<file path="src/rtl/muxn_scan_if.sv">
// Bus bundle for the N-channel scanning mux: control, packed channel data and the
// registered selection result.
interface muxn_scan_if #(
  parameter int WIDTH    = 8,
  parameter int CHANNELS = 4,
  parameter int SEL_W    = 2
);
  logic                      en;
  logic                      mode;
  logic [SEL_W-1:0]          sel;
  logic [CHANNELS-1:0]       mask;
  logic [CHANNELS*WIDTH-1:0] data_in;
  logic [WIDTH-1:0]          y;
  logic                      y_valid;
  logic [SEL_W-1:0]          cur_ch;

  modport master (
    output en, mode, sel, mask, data_in,
    input  y, y_valid, cur_ch
  );

  modport slave (
    input  en, mode, sel, mask, data_in,
    output y, y_valid, cur_ch
  );
endinterface

</file>
<file path="src/rtl/muxn_scan.sv">
// N-channel W-bit mux with registered output: manual select or round-robin scan
// over the masked channels with a fixed dwell per channel.
//
// state  | meaning
// IDLE   | disabled, y_valid low, y/cur_ch hold
// MANUAL | channel picked by sel every edge
// SCAN   | round-robin over mask, DWELL edges per channel
module muxn_scan #(
  parameter int WIDTH    = 8,
  parameter int CHANNELS = 4,
  parameter int SEL_W    = 2,
  parameter int DWELL    = 4
) (
  input logic        clk,
  input logic        rst_n,
  muxn_scan_if.slave bus
);

  localparam int NCH_P = 2 ** SEL_W;
  localparam int CNT_W = $clog2(DWELL) + 1;
  localparam logic [CNT_W-1:0] CNT_LAST = CNT_W'(DWELL - 1);

  typedef enum logic [1:0] {
    IDLE   = 2'd0,
    MANUAL = 2'd1,
    SCAN   = 2'd2
  } state_t;

  state_t           state_q, state_d;
  logic [CNT_W-1:0] cnt_q, cnt_d;
  logic [SEL_W-1:0] cur_ch_q, cur_ch_d;
  logic [WIDTH-1:0] y_q, y_d;
  logic             y_valid_q, y_valid_d;

  // Padded to the full select range so out-of-range indices read as empty channels.
  logic [WIDTH-1:0] ch_data [NCH_P];
  logic [NCH_P-1:0] mask_pad;

  assign mask_pad = NCH_P'(bus.mask);

  for (genvar i = 0; i < NCH_P; i++) begin : g_ch
    if (i < CHANNELS) begin : g_real
      assign ch_data[i] = bus.data_in[i*WIDTH +: WIDTH];
    end else begin : g_pad
      assign ch_data[i] = '0;
    end
  end

  // First enabled channel at or after start, wrapping modulo CHANNELS.
  function automatic logic [SEL_W-1:0] first_set(input int start,
                                                 input logic [NCH_P-1:0] m,
                                                 input logic [SEL_W-1:0] dflt);
    logic [SEL_W-1:0] res;
    logic             found;
    int               idx;
    res   = dflt;
    found = 1'b0;
    for (int k = 0; k < CHANNELS; k++) begin
      idx = (start + k) % CHANNELS;
      if (!found && m[idx]) begin
        res   = SEL_W'(idx);
        found = 1'b1;
      end
    end
    return res;
  endfunction

  always_ff @(posedge clk or negedge rst_n) begin
    if (!rst_n) begin
      state_q   <= IDLE;
      cnt_q     <= '0;
      cur_ch_q  <= '0;
      y_q       <= '0;
      y_valid_q <= 1'b0;
    end else begin
      state_q   <= state_d;
      cnt_q     <= cnt_d;
      cur_ch_q  <= cur_ch_d;
      y_q       <= y_d;
      y_valid_q <= y_valid_d;
    end
  end

  always_comb begin
    state_d = IDLE;
    if (bus.en) begin
      state_d = bus.mode ? SCAN : MANUAL;
    end
  end

  always_comb begin
    logic [SEL_W-1:0] ch_new;
    cnt_d     = '0;
    cur_ch_d  = cur_ch_q;
    y_d       = y_q;
    y_valid_d = 1'b0;
    ch_new    = cur_ch_q;
    case (state_d)
      MANUAL: begin
        if (int'(bus.sel) < CHANNELS) begin
          cur_ch_d  = bus.sel;
          y_d       = ch_data[bus.sel];
          y_valid_d = 1'b1;
        end
      end
      SCAN: begin
        if (bus.mask != '0) begin
          if (state_q != SCAN) begin
            ch_new = first_set(int'(cur_ch_q), mask_pad, cur_ch_q);
          end else if (!mask_pad[cur_ch_q] || cnt_q == CNT_LAST) begin
            ch_new = first_set(int'(cur_ch_q) + 1, mask_pad, cur_ch_q);
          end else begin
            cnt_d = cnt_q + CNT_W'(1);
          end
          cur_ch_d  = ch_new;
          y_d       = ch_data[ch_new];
          y_valid_d = 1'b1;
        end
      end
      default: ;
    endcase
  end

  assign bus.y       = y_q;
  assign bus.y_valid = y_valid_q;
  assign bus.cur_ch  = cur_ch_q;

endmodule

</file>
<file path="src/flat_wrapper.sv">
// flat-port wrapper written by rule: the top's interface ports become plain ports
module muxn_scan_flat 
#(
  parameter int WIDTH    = 8,
  parameter int CHANNELS = 4,
  parameter int SEL_W    = 2,
  parameter int DWELL    = 4
)
  (clk, rst_n, bus_en, bus_mode, bus_sel, bus_mask, bus_data_in, bus_y, bus_y_valid, bus_cur_ch);
  muxn_scan_if #(.WIDTH(WIDTH), .CHANNELS(CHANNELS), .SEL_W(SEL_W)) bus_i ();
  input logic clk;
  input logic rst_n;
  input wire logic [$bits(bus_i.en)-1:0] bus_en;
  input wire logic [$bits(bus_i.mode)-1:0] bus_mode;
  input wire logic [$bits(bus_i.sel)-1:0] bus_sel;
  input wire logic [$bits(bus_i.mask)-1:0] bus_mask;
  input wire logic [$bits(bus_i.data_in)-1:0] bus_data_in;
  output wire logic [$bits(bus_i.y)-1:0] bus_y;
  output wire logic [$bits(bus_i.y_valid)-1:0] bus_y_valid;
  output wire logic [$bits(bus_i.cur_ch)-1:0] bus_cur_ch;
  assign bus_i.en = bus_en;
  assign bus_i.mode = bus_mode;
  assign bus_i.sel = bus_sel;
  assign bus_i.mask = bus_mask;
  assign bus_i.data_in = bus_data_in;
  assign bus_y = bus_i.y;
  assign bus_y_valid = bus_i.y_valid;
  assign bus_cur_ch = bus_i.cur_ch;
  muxn_scan #(.WIDTH(WIDTH), .CHANNELS(CHANNELS), .SEL_W(SEL_W), .DWELL(DWELL)) u_core (.clk(clk), .rst_n(rst_n), .bus(bus_i));
endmodule
</file>
<file path="config.mk">
export PLATFORM = sky130hd
export DESIGN_NAME = muxn_scan_flat
export DESIGN_NICKNAME = d
export VERILOG_FILES = /design/src/rtl/muxn_scan_if.sv /design/src/rtl/muxn_scan.sv /design/src/flat_wrapper.sv
export SDC_FILE = /design/constraint.sdc
export NUM_CORES = 1
export LEC_CHECK = 0
export ABC_AREA = 1
export BUFFER_PORTS_ARGS = -buffer_cell sky130_fd_sc_hd__buf_2
export CAP_MARGIN = 40
export CORE_UTILIZATION = 30
export DETAILED_ROUTE_END_ITERATION = 7
export GPL_TIMING_DRIVEN = 0
export PLACE_DENSITY = 0.51
export SLEW_MARGIN = 10
export SYNTH_ARGS = -nofsm -noshare
export SYNTH_HDL_FRONTEND = slang
export SYNTH_SLANG_ARGS = --single-unit
</file>
<file path="constraint.sdc">
create_clock -name clk -period 1.8 [get_ports clk]
set_input_delay 0.09 -clock clk [delete_from_list [all_inputs] [get_ports clk]]
set_output_delay 0.09 -clock clk [all_outputs]
set_load 0.02 [all_outputs]
</file>
==> impl_metrics.prom <==
# TYPE chip_impl_metric gauge
chip_impl_metric{name="slew_viol_final",unit=""} 0
chip_impl_metric{name="drt_iter0_drc",unit=""} 179
chip_impl_metric{name="synth_fp_nets",unit=""} 325
chip_impl_metric{name="die_y",unit="um"} 77.09
chip_impl_metric{name="drv.max_cap_violation_count",unit=""} 0
chip_impl_metric{name="timing.final.crit_share",unit="%"} 120.7
chip_impl_metric{name="power.ir.vdd_worst",unit="V"} 0.0003104
chip_impl_metric{name="rrSetupSlack",unit="ns"} -0.37
chip_impl_metric{name="numCtsBuffers",unit=""} 3
chip_impl_metric{name="insertion_delay",unit="ns"} 0.25
chip_impl_info{name="critical-path-slowest-cell",value="dfrtp_2"} 1
chip_impl_metric{name="synth_edf_count",unit=""} 0
chip_impl_metric{name="clock_sink_count",unit=""} 16
chip_impl_metric{name="clkSlewWorstSetupHoldPaths",unit="ns"} 0.07
chip_impl_info{name="critical_path.endpoint_type",value="register"} 1
chip_impl_metric{name="io_pins",unit=""} 53
chip_impl_metric{name="tightestPinTransition",unit="ns"} 0.4974
chip_impl_info{name="timing.hold.worst_endpoint",value="u_core.state_q[0]"} 1
chip_impl_info{name="yosys.area.top_type",value="dfrtp_1"} 1
chip_impl_metric{name="power_frac_comb",unit="%"} 65.6
chip_impl_metric{name="power.share.sequential",unit="%"} 20.0
chip_impl_metric{name="nets",unit=""} 401
chip_impl_metric{name="cp_slowest_stage_delay",unit="ns"} 0.43
chip_impl_metric{name="dpl.hpwl",unit="um"} 4002
chip_impl_metric{name="netsw",unit="mW"} 1.009
chip_impl_metric{name="timing.critical_path.arrival",unit="ns"} 2.31
chip_impl_metric{name="wire_length_of_the_first_global_routing_pass",unit="um"} 9025
chip_impl_metric{name="globalRoute.totalOverflow",unit=""} 0
chip_impl_metric{name="area_growth_syn_to_layout",unit="%"} 50.59
chip_impl_metric{name="ys_seq_elements",unit=""} 16
chip_impl_metric{name="grtUsageTotal",unit="%"} 18.68
chip_impl_metric{name="grt_max_degree",unit=""} 17
chip_impl_metric{name="fin_crit_period",unit="ns"} 2.172
chip_impl_info{name="worstHoldStart",value="bus_en"} 1
chip_impl_info{name="crit_path_frequent_cell",value="nand2_4"} 1
chip_impl_info{name="mostFrequentLayoutCell",value="nand2_1"} 1
chip_impl_metric{name="crit_fanout",unit=""} 5
chip_impl_metric{name="internal-power",unit="mW"} 1.185
chip_impl_metric{name="synth.yosys.warnings",unit=""} 0
chip_impl_info{name="regToRegStartpoint",value="u_core.bus.cur_ch[0]"} 1
chip_impl_metric{name="synth_cell_types",unit=""} 27
chip_impl_info{name="worstReg2RegEnd",value="u_core.bus.y[2]"} 1
chip_impl_metric{name="final_core_utilization",unit="%"} 48.34
chip_impl_info{name="holdCritPathClass",value="in2reg"} 1
chip_impl_metric{name="routed-via-count",unit=""} 2076
chip_impl_metric{name="synthesis.area_per_instance",unit="um^2"} 6.020
chip_impl_metric{name="grt_antenna_before_repair",unit=""} 0
chip_impl_metric{name="sequential_fraction_of_the_synthesis_area",unit="%"} 23.67
chip_impl_metric{name="timing.fmax",unit="GHz"} 0.4604
chip_impl_metric{name="dr.pass1.iters",unit=""} 4
chip_impl_metric{name="yosys.area.top_type_share",unit="%"} 23.67
chip_impl_metric{name="p_sw_share",unit="%"} 45.99
chip_impl_metric{name="drt_drc_violations_left",unit=""} 0
chip_impl_info{name="synth_flop_cell",value="dfrtp_1"} 1
chip_impl_info{name="timing.critical_path.cells",value="buf_6 > nand2_1 > nand2_4 > nand2_4 > nand2_8 > nor2_4 > nand2_2 > nand2_4 > nand2_4 > nand2_4 > nand2_4 > buf_6 > nand3_2 > nand2_1 > nand2_1 > nand3_2 > nand2_2 > nand2_1"} 1
chip_impl_metric{name="total_die_area",unit="um^2"} 5943
chip_impl_metric{name="clockPowerShare",unit="%"} 14.3
chip_impl_metric{name="power_density_over_cell_area",unit="nW/um^2"} 861.2
chip_impl_metric{name="via_per_inst",unit=""} 4.873
chip_impl_metric{name="worst-endpoint-required",unit="ns"} 1.94
chip_impl_metric{name="htree_num_levels",unit=""} 1
chip_impl_metric{name="die_w",unit="um"} 77.09
chip_impl_info{name="grt_setup_unrepaired",value="yes"} 1
chip_impl_info{name="layout_common_cells",value="77 x nand2_1, 53 x buf_2, 25 x o21ai_0"} 1
chip_impl_metric{name="core.rowCount",unit=""} 26
chip_impl_info{name="cts_root_buffer",value="clkbuf_8"} 1
chip_impl_info{name="path_class",value="reg2reg"} 1
chip_impl_metric{name="route.antenna.remaining_nets",unit=""} 0
chip_impl_metric{name="slew-limit-headroom",unit="%"} 66.84
chip_impl_metric{name="hold_viol",unit=""} 0
chip_impl_info{name="post_synth_main_area_contributors",value="dfrtp_1 24%, nand2_1 22%, nand3_1 8.3%"} 1
chip_impl_info{name="result_of_the_run",value="finished, violations left"} 1
chip_impl_metric{name="post_synth_inst_count",unit=""} 281
chip_impl_metric{name="coreArea",unit="um^2"} 5270
chip_impl_metric{name="r2r.worst_path.cells",unit=""} 18
chip_impl_metric{name="avgRoutedWirePerCell",unit="um"} 13.58
chip_impl_metric{name="wl",unit="um"} 5786
chip_impl_metric{name="ys_async_sr_fraction",unit="%"} 100.0
chip_impl_metric{name="postLayoutSetupSlackWorst",unit="ns"} -0.3721
chip_impl_metric{name="max-clock-path-buffers",unit=""} 2
chip_impl_metric{name="synth_area",unit="um^2"} 1692
chip_impl_metric{name="grt_pass1_vias",unit=""} 1955
chip_impl_metric{name="holdWs",unit="ns"} 0.07119
chip_impl_metric{name="hold_depth",unit=""} 3
chip_impl_metric{name="port_buffers",unit=""} 52
chip_impl_metric{name="num_antenna_cells",unit=""} 0
chip_impl_info{name="tritoncts",value="done"} 1
chip_impl_info{name="violations",value="setup timing"} 1
chip_impl_metric{name="initial_utilization",unit="%"} 32.10
chip_impl_metric{name="gp_routability_congestion",unit=""} 0.8349
chip_impl_metric{name="place_area",unit="um^2"} 2082
chip_impl_metric{name="total_leakage_power",unit="nW"} 1.354
chip_impl_metric{name="post_route_cells_drive_above_1_share",unit="%"} 42.13
chip_impl_metric{name="clock_tree_skew_after_final_layout",unit="ns"} 0.007630
chip_impl_metric{name="timing.final.setup_violations",unit=""} 10
chip_impl_metric{name="final_area",unit="um^2"} 2547
chip_impl_info{name="critPathLaunchType",value="register"} 1
chip_impl_metric{name="fin_setup_tns",unit="ns"} -3.100
## per-layer routing
metal  track usage (%)  vias up  share of wire (%)
met2             31.43       68                 47
li1                  -     1067                  -
met1             25.99      939                 48
met5                 0        -                  0
met3             1.071        2                4.4
met4             4.340        0               0.16
## Yosys cell counts (2+ instances only)
cell type	n
nand2_4	4
nor2_2	2
inv_1	22
inv_2	2
nand2_2	12
nor3_1	2
nand4_1	3
ha_1	2
nand3_2	7
nand3_1	28
nand2_1	100
dfrtp_1	16
buf_6	4
o22ai_1	8
nor2_1	25
o21ai_0	27
a21oi_1	4
clkbuf_1	4
## logic make-up (layout without fill, tap and decap cells)
| kind of cell | Yosys count | in the layout | synth area share (%) |
|---|---|---|---|
| AOI/OAI and AO/OA | 41 | 41 | 12.94 |
| adders and majority gates | 2 | 2 | 1.479 |
| buffers and inverters | 35 | 110 | 10.13 |
| DFF | 16 | 16 | 23.67 |
| and+or+nand+nor | 187 | 187 | 51.78 |
## stage by stage
| stage | cells | worst slack [ns] | power (mW) |
|---|---|---|---|
| 6_report | 426 | -0.3721 | 2.194 |
| 5_1_grt | 426 | -0.4844 | 2.358 |
| 4_1_cts | 418 | -0.3180 | 1.925 |
| 3_5_place_dp | 403 | -0.3572 | 1.494 |
| 3_3_place_gp | 403 | -0.3726 | 1.496 |
| 2_1_floorplan | 281 | -0.1554 | 1.217 |
## worst max-delay path: cells and delay by family (launching register included)
family / cells / cell delay, ns
buf+inv: 2 / 0.29
simple gates: 16 / 1.32
flops: 1 / 0.43
## sequential cells by signal (all words and copies together) (netlist names)
name / count
u_core.bus.y: 8
u_core.cnt_q: 3
u_core.bus.cur_ch: 2
u_core.state_q: 2
u_core.bus.y_valid: 1
## power groups by stage
stage | clock [mW] | sequential (mW) | combinational [mW]
floorplan | 0 | 0.485 | 0.733
global placement | 0 | 0.434 | 1.06
detailed placement | 0 | 0.434 | 1.06
CTS | 0.321 | 0.428 | 1.18
global route | 0.335 | 0.445 | 1.58
finish | 0.315 | 0.439 | 1.44
## final cells by class
class	count	area (um^2)
Tap cell	70	87.58
Clock buffer	4	55.05
Timing Repair Buffer	73	479.2
Inverter	25	113.9
Multi-Input combinational cell	230	1351
Sequential cell	16	402.9
Buffer	8	57.56
Fill cell	558	2723
## repair_timing
action | 4_1_cts | 5_1_grt
gates cloned | 2 | 1
hold buffers | 1 | 0
hold endpoints to repair | 16 | 0
resized for setup | 11 | 53
pin swaps | 7 | 27
setup endpoints to repair | 10 | 10
setup buffers | 9 | 8
## how the worst max path moves through the flow
stage	slack (ns)	cells past startpoint	start	end
2_1_floorplan	-0.16	17	u_core.bus.cur_ch[0]	u_core.bus.y[0]
3_3_place_gp	-0.37	16	u_core.bus.cur_ch[0]	u_core.bus.y[4]
3_5_place_dp	-0.36	16	u_core.bus.cur_ch[0]	u_core.bus.y[4]
4_1_cts	-0.32	17	u_core.bus.cur_ch[0]	u_core.bus.y[4]
5_1_grt	-0.48	18	u_core.bus.cur_ch[0]	u_core.bus.y[7]
6_report	-0.37	18	u_core.bus.cur_ch[0]	u_core.bus.y[2]
(Power assumes the default switching activity.)
